`src/rtl/mem_port_arbiter.sv`:
```
// Arbiter sharing one single-port memory between an instruction-fetch port and a data port.
// Optional round-robin tie-break for simultaneous requests: define MEM_ARB_ROUND_ROBIN_EN.
module mem_port_arbiter #(
  parameter int unsigned WAIT_CYCLES = 1,
  parameter int unsigned ADDR_W      = 32
) (
  input  logic              clk,
  input  logic              reset,
  input  logic              if_req,
  input  logic [ADDR_W-1:0] if_addr,
  output logic [31:0]       if_rdata,
  output logic              if_ready,
  input  logic              d_req,
  input  logic              d_we,
  input  logic [ADDR_W-1:0] d_addr,
  input  logic [31:0]       d_wdata,
  output logic [31:0]       d_rdata,
  output logic              d_ready,
  output logic [ADDR_W-1:0] mem_addr,
  output logic [31:0]       mem_wdata,
  output logic              mem_re,
  output logic              mem_we,
  input  logic [31:0]       mem_rdata,
  output logic              stall,
  output logic [1:0]        dbg_state
);

  typedef enum logic [1:0] {
    ST_IDLE  = 2'd0,
    ST_FETCH = 2'd1,
    ST_DATA  = 2'd2
  } state_e;

  localparam logic [3:0] WAIT_INIT = 4'(WAIT_CYCLES);

  // Handshake: a requester raises req and holds it (with stable intent) until its
  // ready strobe; ready is a one-cycle combinational pulse in the final access cycle,
  // and the request is considered consumed at the end of that cycle.

  state_e             state_q, state_d;
  logic [3:0]         cnt_q, cnt_d;
  logic [ADDR_W-1:0]  addr_q, addr_d;
  logic [31:0]        wdata_q, wdata_d;
  logic               we_q, we_d;
  logic [31:0]        if_rdata_q, if_rdata_d;
  logic [31:0]        d_rdata_q, d_rdata_d;
  logic               final_cycle;
  logic               pick_data;
  logic               grant_fetch;
  logic               grant_data;
`ifdef MEM_ARB_ROUND_ROBIN_EN
  logic               last_data_q, last_data_d;
`endif

  assign final_cycle = (cnt_q == 4'd0);

  always_comb begin
    state_d     = state_q;
    cnt_d       = cnt_q;
    addr_d      = addr_q;
    wdata_d     = wdata_q;
    we_d        = we_q;
    if_rdata_d  = if_rdata_q;
    d_rdata_d   = d_rdata_q;
    if_ready    = 1'b0;
    d_ready     = 1'b0;
    mem_re      = 1'b0;
    mem_we      = 1'b0;
    pick_data   = 1'b0;
    grant_fetch = 1'b0;
    grant_data  = 1'b0;
`ifdef MEM_ARB_ROUND_ROBIN_EN
    last_data_d = last_data_q;
`endif

    case (state_q)
      ST_IDLE: begin
`ifdef MEM_ARB_ROUND_ROBIN_EN
        // On a tie, serve whoever did not win the previous idle arbitration.
        if (if_req && d_req) pick_data = ~last_data_q;
        else                 pick_data = d_req;
        if (if_req || d_req) last_data_d = pick_data;
`else
        pick_data = d_req;
`endif
        if (pick_data)   grant_data  = 1'b1;
        else if (if_req) grant_fetch = 1'b1;
      end

      ST_FETCH: begin
        mem_re = 1'b1;
        if (final_cycle) begin
          if_ready   = 1'b1;
          if_rdata_d = mem_rdata;
          if (d_req) grant_data = 1'b1;
          else       state_d    = ST_IDLE;
        end else begin
          cnt_d = cnt_q - 4'd1;
        end
      end

      ST_DATA: begin
        mem_re = ~we_q;
        if (final_cycle) begin
          d_ready = 1'b1;
          mem_we  = we_q;
          if (!we_q) d_rdata_d = mem_rdata;
          if (if_req) grant_fetch = 1'b1;
          else        state_d     = ST_IDLE;
        end else begin
          cnt_d = cnt_q - 4'd1;
        end
      end

      default: state_d = ST_IDLE;
    endcase

    // A grant, from IDLE or chained off a finishing access, latches the new command.
    if (grant_fetch) begin
      state_d = ST_FETCH;
      cnt_d   = WAIT_INIT;
      addr_d  = if_addr;
    end
    if (grant_data) begin
      state_d = ST_DATA;
      cnt_d   = WAIT_INIT;
      addr_d  = d_addr;
      wdata_d = d_wdata;
      we_d    = d_we;
    end
  end

  always_ff @(posedge clk or negedge reset) begin
    if (!reset) begin
      state_q     <= ST_IDLE;
      cnt_q       <= 4'd0;
      addr_q      <= '0;
      wdata_q     <= 32'd0;
      we_q        <= 1'b0;
      if_rdata_q  <= 32'd0;
      d_rdata_q   <= 32'd0;
`ifdef MEM_ARB_ROUND_ROBIN_EN
      last_data_q <= 1'b1;
`endif
    end else begin
      state_q     <= state_d;
      cnt_q       <= cnt_d;
      addr_q      <= addr_d;
      wdata_q     <= wdata_d;
      we_q        <= we_d;
      if_rdata_q  <= if_rdata_d;
      d_rdata_q   <= d_rdata_d;
`ifdef MEM_ARB_ROUND_ROBIN_EN
      last_data_q <= last_data_d;
`endif
    end
  end

  // Read data is forwarded in the ready cycle and held from the capture register after.
  assign if_rdata  = if_ready ? mem_rdata : if_rdata_q;
  assign d_rdata   = (d_ready && !we_q) ? mem_rdata : d_rdata_q;
  assign mem_addr  = addr_q;
  assign mem_wdata = wdata_q;
  assign stall     = (if_req & ~if_ready) | (d_req & ~d_ready);
  assign dbg_state = state_q;

`ifndef SYNTHESIS
  a_one_ready: assert property (@(posedge clk) disable iff (!reset)
    !(if_ready && d_ready));
  a_no_re_we: assert property (@(posedge clk) disable iff (!reset)
    !(mem_re && mem_we));
  a_we_final: assert property (@(posedge clk) disable iff (!reset)
    mem_we |-> (state_q == ST_DATA && cnt_q == 4'd0));
`endif

endmodule

```
`config.mk`:
```
export PLATFORM = sky130hd
export DESIGN_NAME = mem_port_arbiter
export DESIGN_NICKNAME = d
export VERILOG_FILES = /design/src/rtl/mem_port_arbiter.sv
export SDC_FILE = /design/constraint.sdc
export NUM_CORES = 1
export LEC_CHECK = 0
export ABC_AREA = 0
export CORE_MARGIN = 1.5
export CORE_UTILIZATION = 38
export CTS_CLUSTER_DIAMETER = 100
export CTS_CLUSTER_SIZE = 10
export DETAILED_ROUTE_END_ITERATION = 16
export GPL_TIMING_DRIVEN = 0
export PLACE_DENSITY = 0.77
export SKIP_LAST_GASP = 1
export SYNTH_ARGS = -nofsm -noshare
export SYNTH_HDL_FRONTEND = slang
export SYNTH_SLANG_ARGS = --single-unit
```
`constraint.sdc`:
```
create_clock -name clk -period 2 [get_ports clk]
set_clock_uncertainty 0.15 [all_clocks]
set_input_delay 0.2 -clock clk [delete_from_list [all_inputs] [get_ports clk]]
set_output_delay 0.2 -clock clk [all_outputs]
set_load 0.02 [all_outputs]
```
-- Word-level counts from Yosys, hierarchy flattened
Cells that the tools add are included.
- add/sub/neg operators: 1
- equal/unequal tests: 8
- mux-type cells: 28
- bitwise gates (word level): 6
- reduce and logical (&&, ||, !) cells: 11
- operators with widths (cell ; number):
    2-to-1 mux 32 bit ; 4
    2-to-1 mux 4 bit ; 4
    inequality test 4 bit, second input constant ; 4
    2-to-1 mux 2 bit ; 6
    2-to-1 mux 1 bit ; 10
    case mux 1 bit (2 select lines) ; 3
    case mux 2 bit (3 select lines) ; 1
    AND reduction 5 bit ; 1
    zero test 4 bit ; 1
    AND reduction 2 bit ; 2
    subtractor 4 x 1 -> 4 bit, second input constant ; 1
    inequality test 3 x 1 -> 1 bit, second input constant ; 1
    inequality test 3 bit, second input constant ; 1
    inverter 1 bit ; 3
    AND reduction 3 bit ; 1
    nonzero test 3 bit ; 1
    AND 1 bit ; 2
    == test 2 x 1 -> 1 bit, second input constant ; 1
    == test 2 bit, second input constant ; 1
    zero test 2 bit ; 1
    nonzero test 2 bit ; 1
    OR reduction 2 bit ; 1
    logical AND 1 bit ; 1
    zero test 1 bit ; 1
    bitwise OR 1 bit ; 1
- register bits after elaboration: 135
- output and inout port bits: 135
- logic and storage cells: 61

-- Longest topological paths before layout
- depth after elaboration: 6
- gate-level depth with buffers: 9
- depth with buffers taken out: 6

-- Least setup slack after synthesis
Ideal clock, no wire load.
- path type: register to register
- start point: register state_q[1], in the netlist dbg_state[1]
- end point: register wdata_q[0], in the netlist mem_wdata[0]
- setup time: 125 ps
- arrival: 1819 ps
- data required time: 1725 ps
- setup slack: -94 ps
- stages on the path, launching flop included: 9
- buffers on the path: 3
- cell sequence: dfrtp_1 inv_1 ha_1 and4bb_1 buf_6 o21ai_4 buf_8 buf_12 mux2_4
- cells in the longest elaborated chain, start to end: 2
- elaborated cells between the ends (all ways): 3
- those cells by class: eq/ne (1); mux (1); reduce/logical (1)
- ends and longest elaborated chain (item ; RTL line ; text):
    start: declaration ; 40 ; state_e state_q, state_d;
    start signal: assignment ; 146 ; state_q <= state_d;
    == test 2 x 1 -> 1 bit or zero test 2 bit (tied branches) ; 76 ; case (state_q)
    case mux 1 bit (2 select lines) * ; 76 ;
    end signal: assignment ; 149 ; wdata_q <= wdata_d;
    end: declaration ; 43 ; logic [31:0] wdata_q, wdata_d;
Every way passes the cells marked *; elsewhere a longest branch is shown, timed or not.
A chain may end at the register's enable or synchronous reset.

-- Final worst setup path
- start point: register cnt_q[0]
- end point: output port d_rdata[6]
- cells in the longest elaborated chain, start to end: 5
- ends and longest elaborated chain (item ; RTL line ; text):
    start: declaration ; 41 ; logic [3:0] cnt_q, cnt_d;
    start signal: assignment ; 147 ; cnt_q <= cnt_d;
    zero test 4 bit ; 55 ; assign final_cycle = (cnt_q == 4'd0);
    2-to-1 mux 1 bit ; 104 ; if (final_cycle) begin
    2-to-1 mux 1 bit ; 76 ;
    logical AND 1 bit ; 161 ; assign d_rdata = (d_ready && !we_q) ? mem_rdata : d_rdata_q;
    2-to-1 mux 32 bit ; 161 ;
    end: declaration ; 17 ; output logic [31:0] d_rdata,
Every way passes these cells.

==> impl_metrics.csv <==
group,metric,value,unit
global_route,grt.total_usage,23.6,%
finish,drive_gt1_share,45.4,%
detailed_routing,wire_per_inst,19.3,µm
floorplanning,start_util,38.5,%
place,dpl.cell_count,947,
pwr,power.leakage,5.01,nW
sta,post-route-min-period,2.52,ns
clocking,cts_root_buf,"clkbuf_16",
clocking,clkLatencyLatePin,0.42,ns
detailed_routing,via_count,5166,
critical_path,r2r-start,"cnt_q[1]",
place,port_buffers,267,
sta,drv_slew,0,
finish,layout_commonest_cell,"clkdlybuf4s50_1",
floorplanning,design.core.area,15800,µm²
floorplanning,die_w,129,µm
pwr,p_per_area,1730,nW/µm²
critical_path,cp.required,1.65,ns
finish,syn_to_final_growth,85.4,%
critical_path,cp.arrival,2.17,ns
sta,worst_pin_slew,0.519,ns
run_status,status,"complete, but fails checks",
critical_path,slowest_stage,"dfrtp_1",
floorplanning,pin_count,268,
floorplanning,fp.dieArea,16700,µm²
run_status,violations,"negative setup slack",
global_route,grt_max_degree,83,
finish,fin_cells,1055,
logic_synthesis,yosysWarnings,0,
detailed_routing,routed_via_density,4.90,
finish,nets,964,
clocking,cts_sinks,135,
logic_synthesis,syn_area,6070,µm²
critical_path,cp.buffers_inverters,4,
pwr,pwr-share-clk,17.7,%
detailed_routing,first_iter_violations,293,
logic_synthesis,ys_seq_area_share,55.6,%
logic_synthesis,syn_nets,601,
clocking,htree_levels,4,
clocking,cts_buffer_depth,2,
pwr,power,19.5,mW
sta,grt_setup_unrepaired,"yes",
logic_synthesis,synth_edf_count,0,
detailed_routing,detail_route.first_pass.iterations,4,
pwr,p_int,12.6,mW
global_route,antenna_found_initial,0,
floorplanning,row_count,46,
critical_path,critPathMaxFanout,5,
global_route,grt_pass1_vias,5522,
critical_path,worst_setup_path_start_kind,"register",
critical_path,crit_type,"register to output port",
logic_synthesis,synth_cells,463,
detailed_routing,antenna_left,0,
pwr,netSwitchingPower,6.97,mW
clocking,cts_tree,"yes",
clocking,cts_buffers,17,
place,routabilityCongestion,0.839,
sta,slew_headroom,65.4,%
floorplanning,chipHeight,129,µm
logic_synthesis,synthArstFlopShare,100,%
sta,fmax,397,MHz
critical_path,crit_family,"buffers and inverters",
critical_path,crit_chain,"inv_2 > ha_4 > nor3b_4 > nand2_8 > buf_12 > buf_16 > mux2_2 > buf_6",
sta,whs,0.152,ns
job,cap_viol_max_count,0,
min_path,hold_class,"input pin to async pin",
pwr,power_frac_seq,24.7,%
sta,finalCritPeriodShare,126,%
global_route,grt_first_pass_wirelength,30100,µm
detailed_routing,drt-total-wl,20400,µm
place,place_hpwl,12600,µm
logic_synthesis,synth_top_flop_cell,"dfrtp_1",
critical_path,cp_slowest_stage_delay,0.39,ns
sta,setup_slack,-0.519,ns
sta,finalHoldViolations,0,
logic_synthesis,synth_area_per_cell,13.1,µm²
finish,layout_common_cells,"clkdlybuf4s50_1, dfrtp_1, buf_6",
clocking,clk_pin_slew,0.06,ns
critical_path,crit_path_end_kind,"output port",
pwr,ir_drop,0.926,mV
pwr,pwr-share-comb,57.5,%
logic_synthesis,synthDistinctLibCells,36,
finish,antenna_cells,0,
sta,setup_viol,150,
critical_path,startpoint,"cnt_q[0]",
detailed_routing,drc,0,
pwr,sw_frac_of_total,35.7,%
global_route,overflow,0,
logic_synthesis,synth.ff_latch_count,135,
per-layer routing:
| layer | global-route usage (%) | wire, µm |
|---|---|---|
| met5 | 0 | 0 |
| met4 | 8.95 | 456 |
| met3 | 6.44 | 1310 |
| met2 | 42.4 | 10800 |
| met1 | 26.9 | 7880 |
stage by stage:
step,setup WS [ns],setup TNS (ns),area [µm²],utilization (%)
global placement,-5.14,-672.21,9020,57.2
finish,-0.519,-50.52,11300,71.4
floorplan,0.00474,0,6080,-
global route,-0.624,-62.36,11300,71.4
CTS,-0.524,-51.15,11000,69.7
detailed placement,-0.775,-56.08,9050,57.4
kinds of logic after synthesis:
group	count (synthesis)	share of synthesized area, %
xor+xnor	1	0.144
buf+inv	33	4.64
flops	135	55.6
compound gates	43	4.94
mux	130	25.3
simple gates	116	8.30
fa+ha+maj	5	1.03
power by group through the flow:
| stage | Clock (mW) | Sequential, mW | Combinational [mW] |
|---|---|---|---|
| 3_5_place_dp | 0 | 4.77 | 8.66 |
| 5_1_grt | 3.63 | 4.97 | 11.8 |
| 6_report | 3.47 | 4.83 | 11.2 |
| 3_3_place_gp | 0 | 4.71 | 8.44 |
| 2_1_floorplan | 0 | 5.48 | 4.01 |
| 4_1_cts | 3.50 | 4.78 | 10.6 |
flip-flops by register name, indices dropped and copies added (netlist names):
register,flops
mem_wdata,32
d_rdata_q,32
mem_addr,32
dbg_state,2
if_rdata_q,32
we_q,1
cnt_q,4
cells in the mapped netlist (all sizes together), types with 2 or more instances:
| master | number | area share (%) |
|---|---|---|
| a21oi | 2 | 0.16 |
| and4bb | 2 | 0.47 |
| buf | 27 | 4.3 |
| inv | 6 | 0.37 |
| nand2 | 70 | 4.5 |
| nor3b | 2 | 0.33 |
| mux2 | 129 | 25 |
| o21ai | 3 | 0.62 |
| nor2b | 2 | 0.21 |
| ha | 5 | 1.0 |
| o21a | 2 | 0.25 |
| nor2 | 34 | 2.1 |
| a31oi | 32 | 3.3 |
| dfrtp | 135 | 56 |
timing repair:
item                       4_1_cts  5_1_grt
hold buffers                     1        0
gates cloned                    16        2
buffers inserted                50       27
hold endpoints to repair        53        0
pin swaps                        6       10
setup endpoints to repair      188      160
gates resized for setup        514       86
final cells by class:
type / instances / area (µm²)
clock buffer: 20 / 447
fill: 1027 / 4510
multi-input combinational: 296 / 2890
inverter: 6 / 25.0
tap: 216 / 270
timing repair buffer: 347 / 3760
buffer: 23 / 294
sequential: 135 / 3380
clock inverter: 12 / 200
final timing paths:
check,endpoint,slack (ns),cells after the start
setup / recovery,d_rdata[6],-0.52,8
hold / removal,if_rdata_q[18],0.15,2
setup reg to reg,mem_wdata[26],-0.38,11
hold reg to reg,if_rdata_q[23],0.35,1
max in group asynchronous,dbg_state[0],0.74,3
min in group clk,mem_addr[11],0.19,3
No activity file was read; power rests on OpenSTA's default activity.
